**config.mk**
```make
export PLATFORM = sky130hd
export DESIGN_NAME = dispatch_queue
export DESIGN_NICKNAME = d
export VERILOG_FILES = /design/src/rtl/dispatch_queue.sv
export SDC_FILE = /design/constraint.sdc
export NUM_CORES = 1
export LEC_CHECK = 0
export ABC_AREA = 1
export CAP_MARGIN = 20
export CORE_MARGIN = 2
export CORE_UTILIZATION = 34
export CTS_CLUSTER_DIAMETER = 200
export DETAILED_ROUTE_END_ITERATION = 10
export SLEW_MARGIN = 5
export SYNTH_ARGS = -nofsm -noshare
export SYNTH_HDL_FRONTEND = slang
export SYNTH_SLANG_ARGS = --single-unit
export TNS_END_PERCENT = 1
```
**constraint.sdc**
```tcl
create_clock -name clk -period 3.57 [get_ports clk]
set_clock_uncertainty 0.05 [all_clocks]
set_input_delay 0.357 -clock clk [delete_from_list [all_inputs] [get_ports clk]]
set_output_delay 0.357 -clock clk [all_outputs]
set_load 0.01 [all_outputs]
```
**src/rtl/dispatch_queue.sv**
```systemverilog
// dispatch_queue: in-order renamed-instruction FIFO dispatching up to DISPATCH_WIDTH
// instructions per cycle to per-FU reservation stations, with parallel ROB allocation.
package dispatch_pkg;
    localparam logic [1:0] FU_ALU = 2'd0, FU_BRANCH = 2'd1, FU_LSU = 2'd2;
    typedef struct packed {
        logic [1:0]  fu_type;
        logic        is_branch;
        logic [4:0]  rob_tag;
        logic [31:0] payload;
    } renamed_instr_t;
endpackage

module dispatch_queue
    import dispatch_pkg::*;
#(
    parameter int DEPTH = 8,
    parameter int DISPATCH_WIDTH = 2,
    parameter int NUM_RS = 3
) (
    input  logic                       clk,
    input  logic                       rst,
    input  renamed_instr_t             instr_in,
    input  logic                       valid_in,
    output logic                       ready_out,
    input  logic                       flush,
    input  logic [NUM_RS-1:0]          rs_full,
    output logic [NUM_RS-1:0]          dispatch_en,
    output renamed_instr_t             dispatch_instr [NUM_RS],
    input  logic [$clog2(DEPTH):0]     rob_free,
    output logic [DISPATCH_WIDTH-1:0]  rob_alloc_en,
    output renamed_instr_t             rob_alloc_instr [DISPATCH_WIDTH],
    output logic                       rob_store_checkpoint,
    output logic                       illegal_fu,
    output logic [$clog2(DEPTH):0]     count
);
    localparam int PW = $clog2(DEPTH);
    localparam int CW = PW + 1;

    renamed_instr_t mem [DEPTH];
    renamed_instr_t e;
    logic [PW-1:0] head, tail;
    logic [CW-1:0] n_disp;
    logic [NUM_RS-1:0] used;
    logic go, br, enq, head_illegal;

    assign ready_out = rst && count < CW'(DEPTH) && !flush;
    assign enq = valid_in && ready_out;
    assign head_illegal = count != '0 && int'(mem[head].fu_type) >= NUM_RS;

    // Walk candidate slots in order; the first slot that cannot go closes the group.
    always_comb begin
        dispatch_en = '0;
        rob_alloc_en = '0;
        rob_store_checkpoint = 1'b0;
        n_disp = '0;
        used = '0;
        br = 1'b0;
        go = rst && !flush;
        e = mem[head];
        for (int i = 0; i < NUM_RS; i++) dispatch_instr[i] = mem[head];
        for (int i = 0; i < DISPATCH_WIDTH; i++) rob_alloc_instr[i] = mem[head];
        for (int k = 0; k < DISPATCH_WIDTH; k++) begin
            e = mem[head + PW'(k)];
            go = go && CW'(k) < count && CW'(k) < rob_free && int'(e.fu_type) < NUM_RS
                 && !rs_full[e.fu_type] && !used[e.fu_type] && !(br && e.is_branch);
            if (go) begin
                dispatch_en[e.fu_type] = 1'b1;
                dispatch_instr[e.fu_type] = e;
                rob_alloc_en[k] = 1'b1;
                rob_alloc_instr[k] = e;
                used[e.fu_type] = 1'b1;
                br = br | e.is_branch;
                n_disp = n_disp + 1'b1;
            end
        end
        rob_store_checkpoint = br;
    end

    always_ff @(posedge clk) begin
        if (enq) mem[tail] <= instr_in;
    end

    always_ff @(posedge clk or negedge rst) begin
        if (!rst) begin
            head <= '0;
            tail <= '0;
            count <= '0;
            illegal_fu <= 1'b0;
        end else if (flush) begin
            head <= '0;
            tail <= '0;
            count <= '0;
            illegal_fu <= 1'b0;
        end else begin
            head <= head + n_disp[PW-1:0];
            tail <= tail + PW'(enq);
            count <= count + CW'(enq) - n_disp;
            illegal_fu <= illegal_fu | head_illegal;
        end
    end
endmodule

```
== Word-level counts from Yosys, hierarchy flattened ==
Memories as Yosys holds them, arrays and structs flattened.
Cells that the tools add are included.

* Register bits: 11
* Memories kept: 1
* Bits in writable memories: 320
* Input bits: 51
* Logic and storage cells: 95

* Add/subtract/negate cells: 6
* Reductions and logical operators: 28
* $lt $le $gt $ge: 16
* Bitwise operators: 5
* Mux-type cells: 35

{| class="wikitable"
|+ Memory list
! name !! depth !! width !! read ports !! clocked after memory_dff !! write ports !! RTL line !! text
|-
| mem || 8 || 40 || 2 || 0 || 1 || 39 || <nowiki>renamed_instr_t mem [DEPTH];</nowiki>
|}

{| class="wikitable"
|+ Operators by type and width
! cell !! count
|-
| 120-bit bitwise mux || 2
|-
| 120-bit two-way mux || 2
|-
| 40-bit demux with 2-bit select || 2
|-
| 40-bit two-way mux || 3
|-
| 1-bit logical AND || 21
|-
| 1-bit by 4-bit < comparator with 1-bit output (first input constant) || 4
|-
| 1-bit two-way mux || 14
|-
| 3-bit two-way mux || 4
|-
| 1-bit binary-select mux with 2-bit select || 4
|-
| 3-bit >= comparator (second input constant) || 2
|-
| 1-bit logical NOT || 6
|-
| 2-bit by 3-bit < comparator with 1-bit output (second input constant) || 2
|-
| 3-bit by 1-bit < comparator with 1-bit output (second input constant) || 2
|-
| 2-bit NOT with 3-bit output || 2
|-
| 4-bit by 1-bit adder with 4-bit output || 1
|-
| 1-bit demux with 2-bit select || 2
|-
| 2-bit by 1-bit >= comparator with 1-bit output (second input constant) || 2
|-
| 2-bit < comparator (second input constant) || 2
|-
| 4-bit < comparator (second input constant) || 1
|-
| 4-bit two-way mux || 1
|-
| 4-bit nonzero test || 1
|-
| 4-bit subtractor || 1
|-
| 3-bit by 1-bit adder with 3-bit output || 1
|-
| 3-bit by 1-bit adder with 3-bit output (second input constant) || 1
|-
| 6 further kinds || 7
|}

== Depth between registers and ports, before layout ==
Gate-level depths: netlist of run 1.

* Word-level depth: 16
* Depth in mapped cells: 24
* Depth with buffers taken out: 21

== Least setup slack after synthesis of run 1 ==
No wires, ideal clock.

* Path kind: in2reg
* Start point: in flush
* End point: mem mem[0][0] (netlist bit), enable pin
* Data required time: 3.083 ns
* Arrival: 3.012 ns
* Setup time: 0.437 ns
* Stages on the path: 7
* Path slack: 0.071 ns
* Cells stage by stage: clkbuf_1 -> inv_1 -> nand2_1 -> nor2_1 -> nand2_1 -> or2_2 -> nor2_1

* Word-level cells in the longest chain between the ends: 5

{| class="wikitable"
|+ Ends and longest elaborated chain
! item !! RTL line !! text
|-
| start, declared || 25 || <nowiki>input logic flush,</nowiki>
|-
| 1-bit logical NOT || 46 || <nowiki>assign ready_out = rst && count < CW'(DEPTH) && !flush;</nowiki>
|-
| 1-bit logical AND || 46 ||
|-
| via ready_out || 24 || <nowiki>output logic ready_out,</nowiki>
|-
| 1-bit logical AND || 47 || <nowiki>assign enq = valid_in && ready_out;</nowiki>
|-
| 1-bit two-way mux || 80 || <nowiki>if (enq) mem[tail] <= instr_in;</nowiki>
|-
| 1-bit two-way mux (implied by the code) || 80 ||
|-
| end, declared || 39 ||
|}

The timed path passes the listed nets, and every way through them passes these cells.

==> results of run 1 <==
-- through the flow --
step	hold slack, ns	power, uW	setup TNS (ns)	area (sq um)	instances
floorplan	0.0114	6920	0	19500	2509
global placement	0.508	9040	0	23700	3468
detailed placement	0.526	9110	0	23700	3468
CTS	0.110	12800	-2.16	25700	3563
global route	0.128	13600	-5.52	25800	3575
finish	0.144	12900	-0.203	25800	3576
-- synthesized netlist by cell type, drive strengths merged, types with 2 or more instances --
| cell type | instances | area [sq um] |
|---|---|---|
| nand3 | 198 | 996 |
| clkbuf | 88 | 330 |
| inv | 128 | 480 |
| xnor2 | 3 | 26.3 |
| dfrtp | 11 | 275 |
| edfxtp | 320 | 9610 |
| fa | 2 | 40.0 |
| a21oi | 153 | 766 |
| a31oi | 37 | 300 |
| nor2 | 291 | 1110 |
| nand2 | 787 | 2970 |
| buf | 99 | 521 |
| ha | 11 | 138 |
| o21ai | 375 | 1880 |
-- logic make-up after synthesis --
logic type	count (synthesis)	synth area share, %
buffers and inverters	315	6.83
AOI/OAI and AO/OA	569	15.3
adders and majority gates	13	0.912
and+or+nand+nor	1277	26.1
xor gates and xnor gates	4	0.180
DFF	331	50.7
-- flip-flops by register name (all words and copies together) (netlist names) --
name,count
mem,320
count,4
head,3
tail,3
illegal_fu,1
-- worst reg2reg max path, cell delays in order (launching register included) --
cell and delay, ns:
sky130_fd_sc_hd__dfrtp_4 0.52, sky130_fd_sc_hd__buf_12 0.15, sky130_fd_sc_hd__buf_16 0.14, sky130_fd_sc_hd__nand2_1 0.07, sky130_fd_sc_hd__nand3_1 0.12, sky130_fd_sc_hd__nand3_2 0.12, sky130_fd_sc_hd__nand2_4 0.10, sky130_fd_sc_hd__nand3_2 0.10
sky130_fd_sc_hd__nand3_2 0.10, sky130_fd_sc_hd__nor2_4 0.13, sky130_fd_sc_hd__buf_12 0.12, sky130_fd_sc_hd__nand3_4 0.16, sky130_fd_sc_hd__buf_6 0.17, sky130_fd_sc_hd__inv_2 0.06, sky130_fd_sc_hd__ha_4 0.20, sky130_fd_sc_hd__ha_1 0.27
sky130_fd_sc_hd__inv_1 0.04, sky130_fd_sc_hd__ha_2 0.18, sky130_fd_sc_hd__fa_2 0.52, sky130_fd_sc_hd__inv_1 0.04, sky130_fd_sc_hd__nor2_1 0.08
-- power groups by stage --
stage / clock network, uW / logic (uW) / registers (uW)
after global routing: 3660 / 5540 / 4360
after floorplan: 0 / 2490 / 4430
after global placement: 0 / 4600 / 4440
final: 3440 / 5120 / 4360
after detailed placement: 0 / 4660 / 4440
after CTS: 3510 / 4920 / 4360
-- timing repair --
item | in CTS | in global routing
endpoints found under the setup margin | 187 | 197
gates resized for setup | 414 | 322
setup buffers | 25 | 7
pin swaps | 18 | 19
cloned | 13 | 6
-- routing by layer --
layer / up-vias / part of all wire, % / global-route usage [%]
met1: 9070 / 43 / 31.6
met5: - / 0.081 / 0
li1: 8982 / - / -
met2: 864 / 46 / 36.9
met4: 10 / 2.3 / 6.42
met3: 126 / 8.3 / 3.55
-- cell type report --
cell class	count	area (sq um)
Tap cell	756	946
Timing Repair inverter	1	8.76
Multi-Input combinational cell	1863	9120
Timing Repair Buffer	438	4310
Antenna cell	2	5.00
Fill cell	5357	30700
Sequential cell	331	9890
Inverter	128	500
Clock buffer	35	791
Clock inverter	22	259
-- placed cells by master (no fill, tap or decap), types with 6 or more instances in the layout --
master	count
sky130_fd_sc_hd__ha_1	7
sky130_fd_sc_hd__buf_4	101
sky130_fd_sc_hd__inv_2	7
sky130_fd_sc_hd__clkinv_2	8
sky130_fd_sc_hd__dlymetal6s2s_1	10
sky130_fd_sc_hd__nand3_1	184
sky130_fd_sc_hd__nand2_4	24
sky130_fd_sc_hd__clkbuf_2	93
sky130_fd_sc_hd__clkdlybuf4s15_2	17
sky130_fd_sc_hd__a21oi_1	151
sky130_fd_sc_hd__nand2_2	48
sky130_fd_sc_hd__buf_6	23
sky130_fd_sc_hd__a31oi_4	24
sky130_fd_sc_hd__nor2_1	277
sky130_fd_sc_hd__edfxtp_1	320
sky130_fd_sc_hd__buf_12	33
sky130_fd_sc_hd__clkinv_1	6
sky130_fd_sc_hd__o21ai_0	372
sky130_fd_sc_hd__a31oi_1	8
sky130_fd_sc_hd__nor2_4	13
sky130_fd_sc_hd__inv_1	119
sky130_fd_sc_hd__nand2_1	715
sky130_fd_sc_hd__buf_2	29
sky130_fd_sc_hd__clkdlybuf4s50_1	84
sky130_fd_sc_hd__dlygate4sd2_1	17
sky130_fd_sc_hd__nand3_2	13
sky130_fd_sc_hd__buf_16	14
sky130_fd_sc_hd__clkbuf_16	36
sky130_fd_sc_hd__bufinv_16	6
sky130_fd_sc_hd__dfrtp_1	8
-- final timing paths --
path | to | slack [ns] | depth (start not counted)
setup reg to reg | count[1]$_DFF_PN0_ | 0.05 | 20
setup / recovery | dispatch_instr[29] | -0.03 | 16
hold reg to reg | illegal_fu$_DFF_PN0_ | 0.54 | 2
hold / removal | illegal_fu$_DFF_PN0_ | 0.14 | 2
min in group clk | head[2]$_DFF_PN0_ | 0.44 | 4
max in group asynchronous | head[0]$_DFF_PN0_ | 3.13 | 2
==> load_flow_metrics.sql, run 1 <==
INSERT INTO impl_metrics (metric_group, metric, value, unit) VALUES
('grt', 'gr-usage-all-layers', '22.8', '%'),
('layout', 'fin_util', '45.7', '%'),
('setup_path', 'rr_startpoint', 'head[0]$_DFF_PN0_', ''),
('detailed_routing', 'via_count', '19052', ''),
('clock_tree', 'ctsHtreeMaxLevel', '1', ''),
('yosys', 'synth_sequential_area_ratio', '50.7', '%'),
('grt', 'grt_antenna_before_repair', '6', ''),
('yosys', 'synth_edf_count', '320', ''),
('yosys', 'postSynth.topFlopCell', 'sky130_fd_sc_hd__edfxtp_1', ''),
('setup_path', 'crit_path_end_kind', 'primary output', ''),
('die', 'starting_density', '34.5', '%'),
('clock_tree', 'tritoncts.num_buffers', '31', ''),
('detailed_routing', 'wirelength_routed', '71200', 'um'),
('pwr', 'combinationalPowerShare', '39.6', '%'),
('grt', 'grt_pass1_vias', '17760', ''),
('pwr', 'switching_fraction_of_total_power', '35.3', '%'),
('clock_tree', 'cts.path.max_buffers', '3', ''),
('setup_path', 'cp_slowest_cell', 'sky130_fd_sc_hd__dfrtp_4', ''),
('grt', 'grt_pass1_wl', '106000', 'um'),
('yosys', 'yosysWarningCount', '0', ''),
('yosys', 'synth-seq-cells', '331', ''),
('clock_tree', 'worst_path_clk_slew', '0.07', 'ns'),
('setup_path', 'critical_path.cell_chain', 'buf_12 -> buf_16 -> nand2_1 -> nand3_1 -> nand3_2 -> nand2_4 -> nand3_2 -> nand3_2 -> nor2_4 -> buf_12 -> nand3_4 -> buf_8 -> clkbuf_16 -> nand2_2 -> nand2_1 -> clkdlybuf4s15_2', ''),
('setup_path', 'kind_of_cell_adding_the_most_delay_to_the_critical_path', 'simple AND/OR/NAND/NOR gates', ''),
('clock_tree', 'cts_sinks', '331', ''),
('placement', 'place_congestion', '0.930', ''),
('die', 'number_of_top_level_pins', '263', ''),
('setup_path', 'longest_individual_stage_delay_on_the_worst_path', '0.52', 'ns'),
('placement', 'dpl_worst_slack', '0.0172', 'ns'),
('pwr', 'power_switching', '4560', 'uW'),
('grt', 'pin_count_of_the_biggest_net_entering_global_routing', '81', ''),
('setup_path', 'cp.buffers_inverters', '6', ''),
('pwr', 'power_per_cell_area', '500', 'nW/um^2'),
('layout', 'syn_to_final_growth', '32.6', '%'),
('layout', 'layout-drive-gt1-share', '18.5', '%'),
('die', 'die_w', '243', 'um'),
('pwr', 'seq_pwr_share', '33.7', '%'),
('detailed_routing', 'routed_wire_length_per_instance', '19.9', 'um'),
('run_status', 'failed_checks', 'negative setup slack', ''),
('detailed_routing', 'dr.pass1.iters', '6', ''),
('setup_path', 'cpMostUsedCell', 'sky130_fd_sc_hd__nand3_2', ''),
('setup_path', 'worst-endpoint-arrival', '3.19', 'ns'),
('yosys', 'mapped_area', '19500', 'sq um'),
('die', 'placementRows', '87', ''),
('pwr', 'power.clock.fraction', '26.7', '%'),
('sta', 'final_hold_viol_count', '0', ''),
('detailed_routing', 'first_iter_violations', '1790', ''),
('pwr', 'power_report.internal_total', '8360', 'uW'),
('pwr', 'power.static_leakage', '0.0105', 'uW'),
('run_status', 'result_of_the_run', 'finished, violations left', ''),
('sta', 'timing.fmax', '278', 'MHz'),
('die', 'coreArea', '56500', 'sq um'),
('clock_tree', 'cts_tree', 'done', ''),
('setup_path', 'cp_data_required_time', '3.16', 'ns'),
('sta', 'tightest_slew', '0.550', 'ns'),
('clock_tree', 'cts_hold_repair.buffers', '0', ''),
('detailed_routing', 'postRouteAntennaNets', '0', ''),
('clock_tree', 'clkLatencyLatePin', '0.58', 'ns'),
('pwr', 'vdd_drop_max', '0.308', 'mV'),
('worst_hold_path', 'holdCritPathClass', 'in2async', ''),
('layout', 'num-nets-final', '2858', ''),
('yosys', 'netlist_instances', '2509', ''),
('setup_path', 'critPathLaunchType', 'flop', ''),
('sta', 'timing.slew.headroom', '63.3', '%'),
('run', 'drv_cap', '0', ''),
('sta', 'worst_slack', '-0.0283', 'ns'),
('sta', 'grt_setup_unrepaired', 'yes', ''),
('detailed_routing', 'route.detailed.vias_per_inst', '5.33', ''),
('sta', 'count_of_final_setup_violators', '16', ''),
('die', 'floorplan.die.height', '243', 'um'),
('yosys', 'postSynthNetCount', '2573', '');
No activity file was read; power rests on OpenSTA's default activity.
==> run 2: changes to the inputs <==
--- a/config.mk
+++ b/config.mk
@@ -11,6 +11,7 @@
 export CORE_UTILIZATION = 34
 export CTS_CLUSTER_DIAMETER = 200
 export DETAILED_ROUTE_END_ITERATION = 10
+export MAX_ROUTING_LAYER = met4
 export SLEW_MARGIN = 5
 export SYNTH_ARGS = -nofsm -noshare
 export SYNTH_HDL_FRONTEND = slang
==> load_flow_metrics.sql, run 2 (synthesized netlist as in run 1, its figures left out) <==
INSERT INTO impl_metrics (metric_group, metric, value, unit) VALUES
('placement', 'place_congestion', '0.934', ''),
('clock_tree', 'clkLatencyLatePin', '0.57', 'ns'),
('placement', 'dp_hpwl', '45100', 'um'),
('layout', 'final_cell_mix', '751 x sky130_fd_sc_hd__nand2_1, 368 x sky130_fd_sc_hd__o21ai_0, 320 x sky130_fd_sc_hd__edfxtp_1, 278 x sky130_fd_sc_hd__nor2_1, 191 x sky130_fd_sc_hd__nand3_1', ''),
('layout', 'largest_reg_flops', '320', ''),
('detailed_routing', 'routed_wire_length_per_instance', '19.5', 'um'),
('grt', 'grt_antenna_before_repair', '6', ''),
('detailed_routing', 'dr.pass1.iters', '6', ''),
('setup_path', 'crit_path_end_kind', 'primary output', ''),
('grt', 'grt_pass1_wl', '102000', 'um'),
('sta', 'fin_crit_sh', '103', '%'),
('run_status', 'result_of_the_run', 'finished, violations left', ''),
('die', 'starting_density', '34.5', '%'),
('setup_path', 'critical_path.reg2reg.endpoint', 'count[2]$_DFF_PN0_', ''),
('clock_tree', 'cts_tree', 'done', ''),
('detailed_routing', 'wirelength_routed', '69600', 'um'),
('die', 'floorplan.die.height', '243', 'um'),
('layout', 'registers.top_by_ff_count', 'mem', ''),
('worst_hold_path', 'holdCritPathClass', 'in2async', ''),
('setup_path', 'worst_r2r_path_depth', '19', ''),
('sta', 'fin_hold_ws', '0.147', 'ns'),
('detailed_routing', 'first_iter_violations', '1593', ''),
('layout', 'syn_to_final_growth', '31.8', '%'),
('detailed_routing', 'route.detailed.vias_per_inst', '5.26', ''),
('pwr', 'power_per_cell_area', '492', 'nW/um^2'),
('pwr', 'power.static_leakage', '0.0105', 'uW'),
('die', 'coreArea', '56500', 'sq um'),
('detailed_routing', 'postRouteAntennaNets', '0', ''),
('die', 'die_w', '243', 'um'),
('sta', 'grt_setup_unrepaired', 'yes', ''),
('clock_tree', 'cts.path.max_buffers', '3', ''),
('clock_tree', 'cts_root_buffer', 'sky130_fd_sc_hd__clkbuf_16', ''),
('setup_path', 'timing.reg2reg.setup_slack', '0.06', 'ns'),
('setup_path', 'worst-setup-path-type', 'reg2out', ''),
('layout', 'fin_util', '45.4', '%'),
('layout', 'largest_registers', 'mem: 320 flops, count: 4 flops', ''),
('die', 'fp.dieArea', '59200', 'sq um'),
('setup_path', 'crit_fanout', '17', ''),
('layout', 'multi_input_area', '8810', 'sq um'),
('placement', 'numPortBuffers', '262', ''),
('setup_path', 'cp_data_required_time', '3.16', 'ns'),
('clock_tree', 'tritoncts.num_buffers', '31', ''),
('layout', 'sequential_cell_area', '9890', 'sq um'),
('clock_tree', 'ctsHtreeMaxLevel', '1', ''),
('pwr', 'vdd_drop_max', '0.400', 'mV'),
('sta', 'final_hold_viol_count', '0', ''),
('grt', 'grt-ovfl-total', '0', ''),
('detailed_routing', 'drcViolationCount', '0', ''),
('grt', 'use_met3', '4.23', '%'),
('clock_tree', 'worst_path_clk_slew', '0.07', 'ns'),
('placement', 'dpl_worst_slack', '0.0223', 'ns'),
('grt', 'gr-usage-all-layers', '22.8', '%'),
('grt', 'gr-usage-met2', '36.8', '%'),
('die', 'number_of_top_level_pins', '263', ''),
('grt', 'grt_pass1_vias', '17386', ''),
('run', 'drv_cap', '0', ''),
('clock_tree', 'cts_sinks', '331', ''),
('sta', 'timing.slew.headroom', '57.3', '%'),
('grt', 'pin_count_of_the_biggest_net_entering_global_routing', '113', ''),
('sta', 'tightest_slew', '0.639', 'ns'),
('sta', 'final_max_slew_viol_count', '0', ''),
('sta', 'count_of_final_setup_violators', '78', ''),
('sta', 'period_minus_slack', '3.68', 'ns'),
('die', 'placementRows', '87', ''),
('sta', 'timing.fmax', '272', 'MHz'),
('grt', 'most_crowded_layer_gr', 'met2', ''),
('setup_path', 'worst-endpoint-arrival', '3.27', 'ns'),
('sta', 'worst_slack', '-0.111', 'ns'),
('layout', 'count_of_fill_cells_added_during_filler_insertion', '5351', ''),
('detailed_routing', 'via_count', '18776', ''),
('layout', 'num-nets-final', '2848', ''),
('layout', 'layout-drive-gt1-share', '14.7', '%'),
('layout', 'layout_commonest_cell', 'sky130_fd_sc_hd__nand2_1', ''),
('run_status', 'failed_checks', 'negative setup slack', ''),
('setup_path', 'rr_startpoint', 'head[0]$_DFF_PN0_', ''),
('setup_path', 'critPathLaunchType', 'flop', ''),
('grt', 'grtUsageMet1', '29.9', '%');
[run 2: per-stage QoR]
| stage | total power, uW | instance area [sq um] | std cells | TNS [ns] |
|---|---|---|---|---|
| 4_1_cts | 12500 | 25300 | 3549 | -12.05 |
| 5_1_grt | 13300 | 25700 | 3567 | -21.55 |
| 3_5_place_dp | 9130 | 23700 | 3467 | 0 |
| 6_report | 12600 | 25700 | 3568 | -3.57 |
| 2_1_floorplan | 6920 | 19500 | 2509 | 0 |
| 3_3_place_gp | 9050 | 23700 | 3467 | 0 |
[run 2: worst max-delay path by stage]
| stage | start | end | slack, ns | depth (start not counted) |
|---|---|---|---|---|
| after floorplan | flush | mem[0][0]$_DFFE_PP_ | 0.07 | 7 |
| after global placement | head[0]$_DFF_PN0_ | count[2]$_DFF_PN0_ | 0.02 | 19 |
| after detailed placement | head[0]$_DFF_PN0_ | count[2]$_DFF_PN0_ | 0.02 | 19 |
| after CTS | head[0]$_DFF_PN0_ | dispatch_instr[97] | -0.17 | 14 |
| after global routing | head[0]$_DFF_PN0_ | dispatch_instr[100] | -0.24 | 16 |
| final | head[0]$_DFF_PN0_ | dispatch_instr[100] | -0.11 | 16 |
[run 2: cell type report]
type                       count  area share (%)
sequential                   331            38.5
antenna                        7          0.0682
inverter                     128            1.95
timing repair inverter         1          0.0341
multi-input combinational   1863            34.3
timing repair buffer         428            17.5
clock buffer                  35            3.08
clock inverter                19           0.809
tap                          756            3.68
[run 2: critical path: stages, from the launching register on]
cell and delay [ns]:
sky130_fd_sc_hd__dfrtp_4 0.53, sky130_fd_sc_hd__ha_4 0.32, sky130_fd_sc_hd__buf_6 0.14, sky130_fd_sc_hd__nand3_1 0.08
sky130_fd_sc_hd__nand2_1 0.07, sky130_fd_sc_hd__nand2_1 0.08, sky130_fd_sc_hd__nand2_4 0.11, sky130_fd_sc_hd__nor2_4 0.05
sky130_fd_sc_hd__nand2_1 0.09, sky130_fd_sc_hd__nand2_2 0.09, sky130_fd_sc_hd__nor2_4 0.14, sky130_fd_sc_hd__buf_4 0.15
sky130_fd_sc_hd__buf_12 0.10, sky130_fd_sc_hd__bufbuf_16 0.28, sky130_fd_sc_hd__nand3_1 0.07, sky130_fd_sc_hd__nand2_1 0.14
sky130_fd_sc_hd__clkdlybuf4s15_2 0.25
[run 2: power by group]
group | internal, uW | switching (uW)
registers | 4320 | 40.4
clock network | 1870 | 1390
logic | 2020 | 3000
total | 8210 | 4430
[run 2: layer usage]
layer  vias to the layer above  share of wire [%]
li1                       8985                  -
met1                      8931                 44
met2                       786                 46
met3                        74                8.3
met4                         0                1.5
met5                         -                  0
[run 2: repair_timing]
action | CTS | global route
resized for setup | 320 | 213
pin swaps | 9 | 15
hold buffers | 0 | 0
setup buffers | 20 | 7
cloned | 8 | 5
setup endpoints to repair | 197 | 202
==> run 3: changes to the inputs <==
--- a/config.mk
+++ b/config.mk
@@ -6,12 +6,15 @@
 export NUM_CORES = 1
 export LEC_CHECK = 0
 export ABC_AREA = 1
+export ABC_CLOCK_PERIOD_IN_PS = 3570
 export CAP_MARGIN = 20
 export CORE_MARGIN = 2
-export CORE_UTILIZATION = 34
+export CORE_UTILIZATION = 51
 export CTS_CLUSTER_DIAMETER = 200
 export DETAILED_ROUTE_END_ITERATION = 10
+export HOLD_SLACK_MARGIN = 0.03
 export MAX_ROUTING_LAYER = met4
+export PLACE_DENSITY = 0.78
 export SLEW_MARGIN = 5
 export SYNTH_ARGS = -nofsm -noshare
 export SYNTH_HDL_FRONTEND = slang
==> load_flow_metrics.sql, run 3 (synthesized netlist as in run 1, its figures left out) <==
INSERT INTO impl_metrics (metric_group, metric, value, unit) VALUES
('die', 'starting_density', '51.7', '%'),
('detailed_routing', 'drcViolationCount', '0', ''),
('grt', 'grt-ovfl-total', '0', ''),
('run_status', 'result_of_the_run', 'finished, violations left', ''),
('detailed_routing', 'route.detailed.vias_per_inst', '5.81', ''),
('layout', 'layout-drive-gt1-share', '14.4', '%'),
('setup_path', 'rr_startpoint', 'head[0]$_DFF_PN0_', ''),
('clock_tree', 'ctsHtreeMaxLevel', '1', ''),
('sta', 'fin_hold_ws', '0.0622', 'ns'),
('worst_hold_path', 'holdCritPathClass', 'in2async', ''),
('die', 'placementRows', '71', ''),
('clock_tree', 'cts.path.max_buffers', '3', ''),
('setup_path', 'crit_fanout', '30', ''),
('layout', 'final_cell_mix', '734 x sky130_fd_sc_hd__nand2_1, 367 x sky130_fd_sc_hd__o21ai_0, 320 x sky130_fd_sc_hd__edfxtp_1, 277 x sky130_fd_sc_hd__nor2_1, 194 x sky130_fd_sc_hd__nand3_1', ''),
('pwr', 'power_per_cell_area', '502', 'nW/um^2'),
('layout', 'count_of_fill_cells_added_during_filler_insertion', '2957', ''),
('layout', 'registers.top_by_ff_count', 'mem', ''),
('grt', 'grt_pass1_wl', '99300', 'um'),
('sta', 'final_max_slew_viol_count', '0', ''),
('die', 'die_w', '199', 'um'),
('detailed_routing', 'via_count', '19345', ''),
('grt', 'pin_count_of_the_biggest_net_entering_global_routing', '113', ''),
('clock_tree', 'clkLatencyLatePin', '0.58', 'ns'),
('grt', 'grt_antenna_before_repair', '3', ''),
('setup_path', 'worst-endpoint-arrival', '3.32', 'ns'),
('detailed_routing', 'dr.pass1.iters', '7', ''),
('layout', 'largest_registers', 'mem: 320 flops, count: 4 flops', ''),
('sta', 'period_minus_slack', '3.73', 'ns'),
('clock_tree', 'tritoncts.num_buffers', '30', ''),
('die', 'coreArea', '37700', 'sq um'),
('setup_path', 'worst_r2r_path_depth', '20', ''),
('grt', 'grt_pass1_vias', '17796', ''),
('setup_path', 'worst_setup_path_startpoint', 'head[0]$_DFF_PN0_', ''),
('detailed_routing', 'first_iter_violations', '2347', ''),
('setup_path', 'critical_path.reg2reg.endpoint', 'count[1]$_DFF_PN0_', ''),
('detailed_routing', 'postRouteAntennaNets', '0', ''),
('detailed_routing', 'wirelength_routed', '66300', 'um'),
('sta', 'timing.fmax', '268', 'MHz'),
('die', 'floorplan.die.height', '199', 'um'),
('setup_path', 'timing.reg2reg.setup_slack', '-0.12', 'ns'),
('grt', 'gr-usage-all-layers', '33.7', '%'),
('detailed_routing', 'routed_wire_length_per_instance', '19.9', 'um'),
('sta', 'worst_slack', '-0.162', 'ns'),
('clock_tree', 'cts_tree', 'done', ''),
('placement', 'place_congestion', '0.959', ''),
('layout', 'layout_commonest_cell', 'sky130_fd_sc_hd__nand2_1', ''),
('setup_path', 'worst-setup-path-type', 'reg2out', ''),
('placement', 'dp_hpwl', '41600', 'um'),
('setup_path', 'crit_end', 'dispatch_instr[63]', ''),
('layout', 'fin_util', '66.7', '%'),
('clock_tree', 'worst_path_clk_slew', '0.07', 'ns'),
('setup_path', 'cp_data_required_time', '3.16', 'ns'),
('clock_tree', 'cts_root_buffer', 'sky130_fd_sc_hd__clkbuf_16', ''),
('die', 'number_of_top_level_pins', '263', ''),
('pwr', 'vdd_drop_max', '0.307', 'mV'),
('run', 'drv_cap', '0', ''),
('layout', 'largest_reg_flops', '320', ''),
('clock_tree', 'cts_sinks', '331', ''),
('die', 'fp.dieArea', '39800', 'sq um'),
('sta', 'count_of_final_setup_violators', '124', ''),
('sta', 'fin_crit_sh', '105', '%'),
('sta', 'tns', '-9.46', 'ns'),
('sta', 'timing.slew.headroom', '66.6', '%'),
('layout', 'num-nets-final', '2859', ''),
('sta', 'grt_setup_unrepaired', 'yes', ''),
('placement', 'dpl_worst_slack', '-0.00160', 'ns'),
('placement', 'numPortBuffers', '262', ''),
('layout', 'syn_to_final_growth', '28.8', '%'),
('setup_path', 'critPathLaunchType', 'flop', ''),
('pwr', 'power.static_leakage', '0.0104', 'uW'),
('sta', 'final_hold_viol_count', '0', ''),
('sta', 'tightest_slew', '0.500', 'ns'),
('run_status', 'failed_checks', 'negative setup slack', ''),
('setup_path', 'crit_path_end_kind', 'primary output', '');
[run 3: layout make-up]
cell class,instances,area (sq um),area share [%]
inverter,128,495,1.97
clock buffer,34,787,3.13
timing repair buffer,440,4400,17.5
multi-input combinational,1863,8620,34.3
clock inverter,21,256,1.02
sequential,331,9890,39.4
antenna,3,7.51,0.0299
timing repair inverter,1,11.3,0.0449
tap,511,639,2.55
[run 3: timing repair]
| item | 4_1_cts | 5_1_grt |
|---|---|---|
| hold buffers | 0 | 0 |
| setup buffers | 19 | 5 |
| endpoints found under the setup margin | 177 | 194 |
| pin swaps | 7 | 3 |
| resized for setup | 378 | 69 |
| gates cloned | 11 | 0 |
[run 3: worst min path at each step]
stage,end,cells past startpoint,slack [ns],startpoint
after floorplan,count[0]$_DFF_PN0_,0,0.01,rst
after global placement,illegal_fu$_DFF_PN0_,2,0.50,illegal_fu$_DFF_PN0_
after detailed placement,illegal_fu$_DFF_PN0_,2,0.50,illegal_fu$_DFF_PN0_
after CTS,count[3]$_DFF_PN0_,2,0.05,rst
after global routing,count[1]$_DFF_PN0_,2,0.07,rst
final,count[1]$_DFF_PN0_,2,0.06,rst
[run 3: critical path: stages (launching register included)]
cell                            delay [ns]
sky130_fd_sc_hd__dfrtp_4              0.52
sky130_fd_sc_hd__buf_4                0.16
sky130_fd_sc_hd__buf_12               0.15
sky130_fd_sc_hd__nand2_1              0.07
sky130_fd_sc_hd__nand3_1              0.10
sky130_fd_sc_hd__nand3_1              0.13
sky130_fd_sc_hd__nand2_2              0.11
sky130_fd_sc_hd__nand2_1              0.12
sky130_fd_sc_hd__nor2_2               0.06
sky130_fd_sc_hd__nor2_4               0.20
sky130_fd_sc_hd__buf_12               0.14
sky130_fd_sc_hd__nand3_4              0.12
sky130_fd_sc_hd__buf_4                0.18
sky130_fd_sc_hd__buf_16               0.16
sky130_fd_sc_hd__nand2_2              0.09
sky130_fd_sc_hd__nand2_1              0.11
sky130_fd_sc_hd__dlygate4sd2_1        0.31
[run 3: report_power, final]
group	internal [uW]	switching, uW
logic	1900	2960
clock network	2010	1380
registers	4320	35.1
[run 3: metal layers]
metal	up-vias	routed length, um	global-route usage (%)
met5	-	0	-
met4	0	2680	14.4
met3	216	8640	6.40
met2	1324	29300	51.4
met1	8804	25700	44.3
li1	9001	-	-
[run 3: per-stage QoR]
step | cell area (sq um) | std cells | power, uW
floorplan | 19500 | 2509 | 6920
global placement | 23400 | 3239 | 8950
detailed placement | 23400 | 3239 | 9060
CTS | 25100 | 3324 | 12500
global route | 25100 | 3332 | 13200
finish | 25100 | 3332 | 12600
